$ cat src/rtl/rf_wr_arbiter_pkg.sv
// Shared types and constants for the register-file write arbiter.
// Holds width defaults, the P0/P1 priority encoding and the x0 address.
package rf_wr_arbiter_pkg;

  localparam int ADDR_W_DEF = 5;
  localparam int DATA_W_DEF = 32;
  localparam int X0_ADDR    = 0;

  typedef enum logic {
    P0 = 1'b0,
    P1 = 1'b1
  } prio_t;

endpackage

$ cat src/rtl/rf_arb_prio.sv
// Two-requester priority arbiter with aging of the load/multi-cycle port.
// req1 gains priority after WAIT_LIMIT consecutive lost conflicts.
module rf_arb_prio
  import rf_wr_arbiter_pkg::*;
#(
  parameter int WAIT_LIMIT = 3
) (
  input  logic       clk,
  input  logic       rst,
  input  logic       stall,
  input  logic [1:0] valid,
  output logic [1:0] grant,
  output prio_t      state
);

  localparam logic [2:0] WL3 = WAIT_LIMIT[2:0];

  logic [2:0] wait_cnt;
  logic       lose1;

  always_comb begin
    grant = 2'b00;
    if (rst && !stall) begin
      unique case (1'b1)
        (valid == 2'b11):
          grant = (state == P1) ? 2'b10 : 2'b01;
        (valid == 2'b01):
          grant = 2'b01;
        (valid == 2'b10):
          grant = 2'b10;
        default:
          grant = 2'b00;
      endcase
    end
  end

  // grant is all-zero under stall, so state and count freeze there
  assign lose1 = grant[0] & valid[1];

  always_ff @(posedge clk or negedge rst) begin
    if (!rst) begin
      state    <= P0;
      wait_cnt <= 3'd0;
    end else if (grant[1]) begin
      state    <= P0;
      wait_cnt <= 3'd0;
    end else if (lose1) begin
      wait_cnt <= wait_cnt + 3'd1;
      if (wait_cnt + 3'd1 == WL3)
        state <= P1;
    end
  end

endmodule

$ cat src/rtl/rf_wr_arbiter.sv
// Register-file write-port arbiter with registered write outputs.
// Optional write-to-read forwarding is enabled by macro RF_ARB_FWD_EN.
module rf_wr_arbiter
  import rf_wr_arbiter_pkg::*;
#(
  parameter int ADDR_W     = ADDR_W_DEF,
  parameter int DATA_W     = DATA_W_DEF,
  parameter int WAIT_LIMIT = 3
) (
  input  logic              clk,
  input  logic              rst,
  input  logic              stall,
  input  logic              req0_valid,
  input  logic [ADDR_W-1:0] req0_addr,
  input  logic [DATA_W-1:0] req0_data,
  output logic              req0_ready,
  input  logic              req1_valid,
  input  logic [ADDR_W-1:0] req1_addr,
  input  logic [DATA_W-1:0] req1_data,
  output logic              req1_ready,
  output logic              WE3,
  output logic [ADDR_W-1:0] A3,
  output logic [DATA_W-1:0] WD3,
  output logic              grant_id,
  input  logic [ADDR_W-1:0] ra1,
  input  logic [ADDR_W-1:0] ra2,
  input  logic [DATA_W-1:0] rf_rd1,
  input  logic [DATA_W-1:0] rf_rd2,
  output logic [DATA_W-1:0] rd1_out,
  output logic [DATA_W-1:0] rd2_out
);

  localparam logic [ADDR_W-1:0] X0 = ADDR_W'(X0_ADDR);

  logic [1:0] grant;
  prio_t      state_unused;

  rf_arb_prio #(
    .WAIT_LIMIT (WAIT_LIMIT)
  ) u_prio (
    .clk   (clk),
    .rst   (rst),
    .stall (stall),
    .valid ({req1_valid, req0_valid}),
    .grant (grant),
    .state (state_unused)
  );

  assign req0_ready = grant[0];
  assign req1_ready = grant[1];

  always_ff @(posedge clk or negedge rst) begin
    if (!rst) begin
      WE3      <= 1'b0;
      A3       <= '0;
      WD3      <= '0;
      grant_id <= 1'b0;
    end else begin
      unique case (1'b1)
        grant[0]: begin
          WE3      <= (req0_addr != X0);
          A3       <= req0_addr;
          WD3      <= req0_data;
          grant_id <= 1'b0;
        end
        grant[1]: begin
          WE3      <= (req1_addr != X0);
          A3       <= req1_addr;
          WD3      <= req1_data;
          grant_id <= 1'b1;
        end
        default:
          WE3 <= 1'b0;
      endcase
    end
  end

`ifdef RF_ARB_FWD_EN
  assign rd1_out =
    (WE3 && (A3 == ra1) && (ra1 != X0)) ? WD3 : rf_rd1;
  assign rd2_out =
    (WE3 && (A3 == ra2) && (ra2 != X0)) ? WD3 : rf_rd2;
`else
  logic ra_unused;
  assign ra_unused = ^{ra1, ra2};
  assign rd1_out   = rf_rd1;
  assign rd2_out   = rf_rd2;
`endif

endmodule

$ cat config.mk
export PLATFORM = sky130hd
export DESIGN_NAME = rf_wr_arbiter
export DESIGN_NICKNAME = d
export VERILOG_FILES = /design/src/rtl/rf_wr_arbiter_pkg.sv /design/src/rtl/rf_arb_prio.sv /design/src/rtl/rf_wr_arbiter.sv
export SDC_FILE = /design/constraint.sdc
export NUM_CORES = 1
export LEC_CHECK = 0
export CAP_MARGIN = 10
export CORE_MARGIN = 5
export CORE_UTILIZATION = 28
export CTS_CLUSTER_SIZE = 28
export DETAILED_ROUTE_END_ITERATION = 12
export GPL_TIMING_DRIVEN = 0
export PLACE_DENSITY = 0.81
export SETUP_SLACK_MARGIN = 0.05
export SYNTH_ARGS = -nofsm -noshare
export SYNTH_HDL_FRONTEND = slang
export SYNTH_SLANG_ARGS = --single-unit
$ cat constraint.sdc
create_clock -name clk -period 1.3 [get_ports clk]
set_input_delay 0.26 -clock clk [delete_from_list [all_inputs] [get_ports clk]]
set_output_delay 0.26 -clock clk [all_outputs]
set_load 0.02 [all_outputs]
After elaboration in Yosys (flattened, before gate mapping):

Index checks and enable logic that the tools add are counted.

* mux-type cells: 12
* $add $sub $neg: 1
* eq/ne operators: 4
* bitwise gates (word level): 1
* reduce and logical (&&, ||, !) cells: 8

Operator list (number)
* case mux 32 bit (2 select lines): 1
* case mux 5 bit (2 select lines): 1
* nonzero test 5 bit: 2
* 2-to-1 mux 3 bit: 2
* case mux 2 bit (3 select lines): 1
* nonzero test 2 bit: 3
* equality test 2 bit, second input constant: 2
* 2-to-1 mux 2 bit: 2
* case mux 1 bit (2 select lines): 2
* adder 3 x 1 -> 3 bit, second input constant: 1
* equality test 3 x 2 -> 1 bit, second input constant: 1
* 2-to-1 mux 1 bit: 3
* equality test 2 x 1 -> 1 bit, second input constant: 1
* AND reduction 2 bit: 1
* bitwise AND 1 bit: 1
* logical AND 1 bit: 1
* logical NOT 1 bit: 1

* output and inout bits: 105
* register bits: 43
* word-level logic and storage cells: 32

Depth between registers and ports, before layout:

* depth after elaboration: 6
* mapped depth: 5

Cells and area by module:

A second synthesis with hierarchy kept.

* cell total of the unflattened synthesis: 258
* area total of the unflattened synthesis: 2527.4 µm²

Modules (own cells, without submodules)
* rf_wr_arbiter: instances 1, cells an instance 234, area each 2273.4 µm², sequential area each 975.9 µm²
* rf_arb_prio: instances 1, cells an instance 24, area each 254.0 µm², sequential area each 100.1 µm²

Worst setup path before layout:

OpenSTA, ideal clock, no wires.

* path type: register -> register
* from: reg u_prio.state
* to: reg A3[0]
* arrival time: 1.099 ns
* data required time: 1.176 ns
* setup time: 0.124 ns
* path slack: 0.078 ns
* cell stages (with the launch flop): 5
* clock period less this slack: 1.222 ns
* path through: dfrtp_1 > and2b_1 > nor2_2 > buf_6 > o31a_1

* word-level cells in the longest chain between the ends: 4
* elaborated cells on any way between the ends: 5
* classes of those cells: mux: 4; reduce/logical: 1

Ends and longest elaborated chain
* from (decl): RTL line rf_arb_prio.sv:13 `output prio_t state`
* from (signal assigned): RTL line rf_arb_prio.sv:42 `state <= P0;`
* from (signal assigned): RTL line rf_arb_prio.sv:45 `state <= P0;`
* from (signal assigned): RTL line rf_arb_prio.sv:50 `state <= P1;`
* 2-to-1 mux 2 bit (*): RTL line rf_arb_prio.sv:26 `grant = (state == P1) ? 2'b10 : 2'b01;`
* case mux 2 bit (3 select lines) (*): RTL line rf_arb_prio.sv:24 `unique case (1'b1)`
* 2-to-1 mux 2 bit (*): RTL line rf_arb_prio.sv:23 `if (rst && !stall) begin`
* via req1_ready: RTL line rf_wr_arbiter.sv:20 `output logic req1_ready,`
* case mux 5 bit (2 select lines) / nonzero test 2 bit (equally long branches)
* to (signal assigned): RTL line rf_wr_arbiter.sv:62 `A3 <= req0_addr;`
* to (signal assigned): RTL line rf_wr_arbiter.sv:68 `A3 <= req1_addr;`
* to (decl): RTL line rf_wr_arbiter.sv:22 `output logic [ADDR_W-1:0] A3,`

Mark *: on every way through the listed nets, which the timed path passes. The rest lies on a longest branch.
A chain may end at the register's enable or synchronous reset.

Worst setup path in the final report:

* from: reg u_prio.state
* to: out req1_ready

* word-level cells in the longest chain between the ends: 3

Ends and longest elaborated chain (RTL line)
* 2-to-1 mux 2 bit: rf_arb_prio.sv:26
* case mux 2 bit (3 select lines): rf_arb_prio.sv:24
* 2-to-1 mux 2 bit: rf_arb_prio.sv:23
* to (decl): rf_wr_arbiter.sv:20

No other way between the ends.

==> impl_metrics.py <==
metrics = {
    "detailed_routing": {
        "postRouteAntennaNets": 0,
        "vias": 3110,
        "wl_per_cell_um": 17.9,
        "dr.pass1.iters": 4,
        "wirelength_um": 11700,
        "drc": 0,
        "drt_iter0_drc": 99,
        "via_per_inst": 4.77,
    },
    "timing": {
        "worstMarginPinSlew_ns": 0.712,
        "report.final.hold_viol_count": 0,
        "tns_ns": -3.39,
        "finalSetupViolCount": 40,
        "fin_skew_ns": 0.00277,
        "finalCriticalPeriod_ns": 1.50,
        "timing.final.ws_setup_ns": -0.198,
        "period_share_pct": 115,
        "rsz0062_at_grt": "true",
        "slew_viol_final": 0,
        "slew_headroom_pct": 52.4,
        "fmax_ghz": 0.668,
    },
    "floorplanning": {
        "initial_utilization_pct": 28.3,
        "core_mm2": 0.00959,
        "die-area_mm2": 0.0118,
        "fp-row-count": 36,
        "die_w_um": 108,
        "ios": 258,
        "die-height_um": 108,
    },
    "final_layout": {
        "diodes": 0,
        "ff_latch_area_mm2": 0.00108,
        "drive_gt1_share_pct": 40.5,
        "fill_cells": 828,
        "final_cell_mix": "132 x clkdlybuf4s50_1, 77 x buf_4, 43 x dfrtp_1",
        "final_util_pct": 57.6,
        "area_growth_pct": 104,
        "multiInputGateArea_mm2": 0.00146,
        "final_common_cell": "clkdlybuf4s50_1",
        "finalNetCount": 674,
    },
    "placement": {
        "io_buffers": 183,
        "preCtsSetupSlack_ns": -1.22,
        "routabilityCongestion": 0.762,
        "dp_hpwl_um": 8150,
    },
    "pwr": {
        "netSwitchingFraction_pct": 37.3,
        "irDropWorstVdd_mv": 0.524,
        "power_switching_w": 0.00196,
        "internal_power_w": 0.00330,
        "combinationalPowerShare_pct": 49.9,
        "seq_power_share_pct": 33.3,
        "power_density_mw_per_mm2": 950,
        "p_leak_nw": 2.44,
        "clkPwrFrac_pct": 16.9,
    },
    "worst_setup_path": {
        "path_cells": "and2b_2 -> nor2_4 -> buf_6 -> buf_6",
        "cpMostUsedCell": "buf_6",
        "cp_slowest_cell": "dfrtp_1",
        "critPathKind": "register to primary output",
        "critPathArrivalTime_ns": 1.24,
        "worstPathRequired_ns": 1.04,
        "reg2reg_slack_ns": -0.16,
        "cpPeakStageDelay_ns": 0.38,
        "path_delay_family": "flip-flops",
        "critPathCaptureType": "primary output",
        "worst-path-buf-inv": 2,
        "path_max_fanout": 2,
        "startpoint_type": "register",
    },
    "synthesis": {
        "postSynth.asyncResetShare_pct": 100,
        "ys_seq_area_share_pct": 39.6,
        "synth_flop_cell": "dfrtp_1",
        "yosys.area.top_type": "dfrtp_1",
        "yosysUniqueCellTypes": 29,
        "ys_top_cells_by_area": "dfrtp_1 40%, buf_4 19%, o311ai_1 12%, nand3_1 6.8%, o21ai_0 6.8%",
        "syn_inst": 310,
        "synth-edff-count": 0,
        "yosysTopAreaCellShare_pct": 39.6,
        "ys_seq_elements": 43,
        "yosysWarnings": 0,
        "syn_avg_cell_area_um2": 8.76,
        "syn_nets": 465,
        "syn_area_mm2": 0.00272,
    },
    "global_routing": {
        "grt-ovfl-total": 0,
        "grt_pass1_vias": 3265,
        "grt_start_max_net_pins": 17,
        "grt_pass1_wl_um": 16100,
        "antenna_found_initial": 0,
        "grt_usage_pct": 17.3,
    },
    "run": {
        "maxCapViolCount": 0,
    },
    "hold_path": {
        "hp-class": "primary input to register",
    },
    "clock_network": {
        "ctsLongestPathBuffers": 2,
        "cts_num_sinks": 43,
        "h-tree-depth": 2,
        "clk_latency_ns": 0.29,
        "cts_tree": "built",
        "cts_root_buf": "clkbuf_8",
        "cts.clk_slew.worst_paths_ns": 0.08,
        "cts_buffers": 5,
    },
    "status": {
        "violations": "negative setup slack",
        "status": "finished, violations left",
    },
}
final cells by class:
cell class	count	area share (%)
clock buffers	6	1.49
well taps	133	3.01
repair buffers	203	34.6
plain buffers	85	12.3
clock inverters	1	0.0905
flip-flops and latches	43	19.5
inverters	39	2.65
multi-input cells	142	26.4
through the flow:
| stage | instances | hold slack [ns] | power [W] | cell area, um2 |
|---|---|---|---|---|
| floorplan | 310 | -0.0356 | 0.00282 | 2720 |
| CTS | 645 | 0.484 | 0.00496 | 5120 |
| global placement | 626 | 0.462 | 0.00391 | 4710 |
| detailed placement | 627 | 0.205 | 0.00398 | 4730 |
| finish | 652 | 0.305 | 0.00526 | 5530 |
| global route | 652 | 0.301 | 0.00553 | 5530 |
registers in the layout, summed over array words and instances, names as in the netlist:
register         cells
A3                   5
WD3                 32
u_prio.wait_cnt      3
WE3                  1
grant_id             1
u_prio.state         1
power by group through the flow:
stage          Sequential [W]  Combinational, W  Clock [W]
6_report              0.00175           0.00262   0.000886
5_1_grt               0.00178           0.00278   0.000969
4_1_cts               0.00174           0.00230   0.000919
3_5_place_dp          0.00177           0.00222          0
3_3_place_gp          0.00175           0.00216          0
2_1_floorplan         0.00203          0.000786          0
worst register-to-register path, delay by kind of cell, from the launching register on:
kind,cells,cell delay (ns)
flops,1,0.41
simple gates,2,0.29
compound gates,1,0.26
buf+inv,3,0.40
per-layer routing:
| layer | GRT usage, % | part of all wire (%) |
|---|---|---|
| met1 | 20.4 | 39 |
| met2 | 30.3 | 53 |
| met3 | 4.48 | 7.3 |
| met4 | 5.86 | 1.5 |
| met5 | 0 | 0 |
worst paths after layout:
check / start / endpoint / cells after the start
max: u_prio.state / req1_ready / 4
min: req1_addr[2] / A3[2] / 3
max reg2reg: u_prio.state / A3[0] / 6
min reg2reg: grant_id / grant_id / 1
max in group asynchronous: rst / A3[4] / 3
min in group asynchronous: rst / WD3[7] / 2
logic make-up (layout without fill, tap and decap cells):
family          count (synthesis)  count (layout)  share of synthesized area, %
xor+xnor                        1               1                         0.323
fa+ha+maj                       2               2                         0.922
buf+inv                       125             334                          27.1
compound gates                 82              82                          20.9
flops                          43              43                          39.6
simple gates                   57              57                          11.1
synth_stat cells (2+ instances only):
master	instances
o21ai_0	37
clkbuf_1	14
and2b_1	2
buf_4	68
dfrtp_1	43
or4_1	2
nor2_1	4
nand3_1	37
nand2b_1	3
ha_1	2
nand2_1	4
buf_2	3
a31oi_1	2
inv_1	39
o311ai_1	36
what timing repair did:
| item | in CTS | in global routing |
|---|---|---|
| endpoints found under the hold margin | 27 | 0 |
| gates resized for setup | 149 | 132 |
| hold buffers | 3 | 0 |
| pin swaps | 5 | 3 |
| endpoints found under the setup margin | 83 | 73 |
| cloned | 2 | 1 |
| buffers inserted | 7 | 6 |
Power figures use the tool's default switching activity.
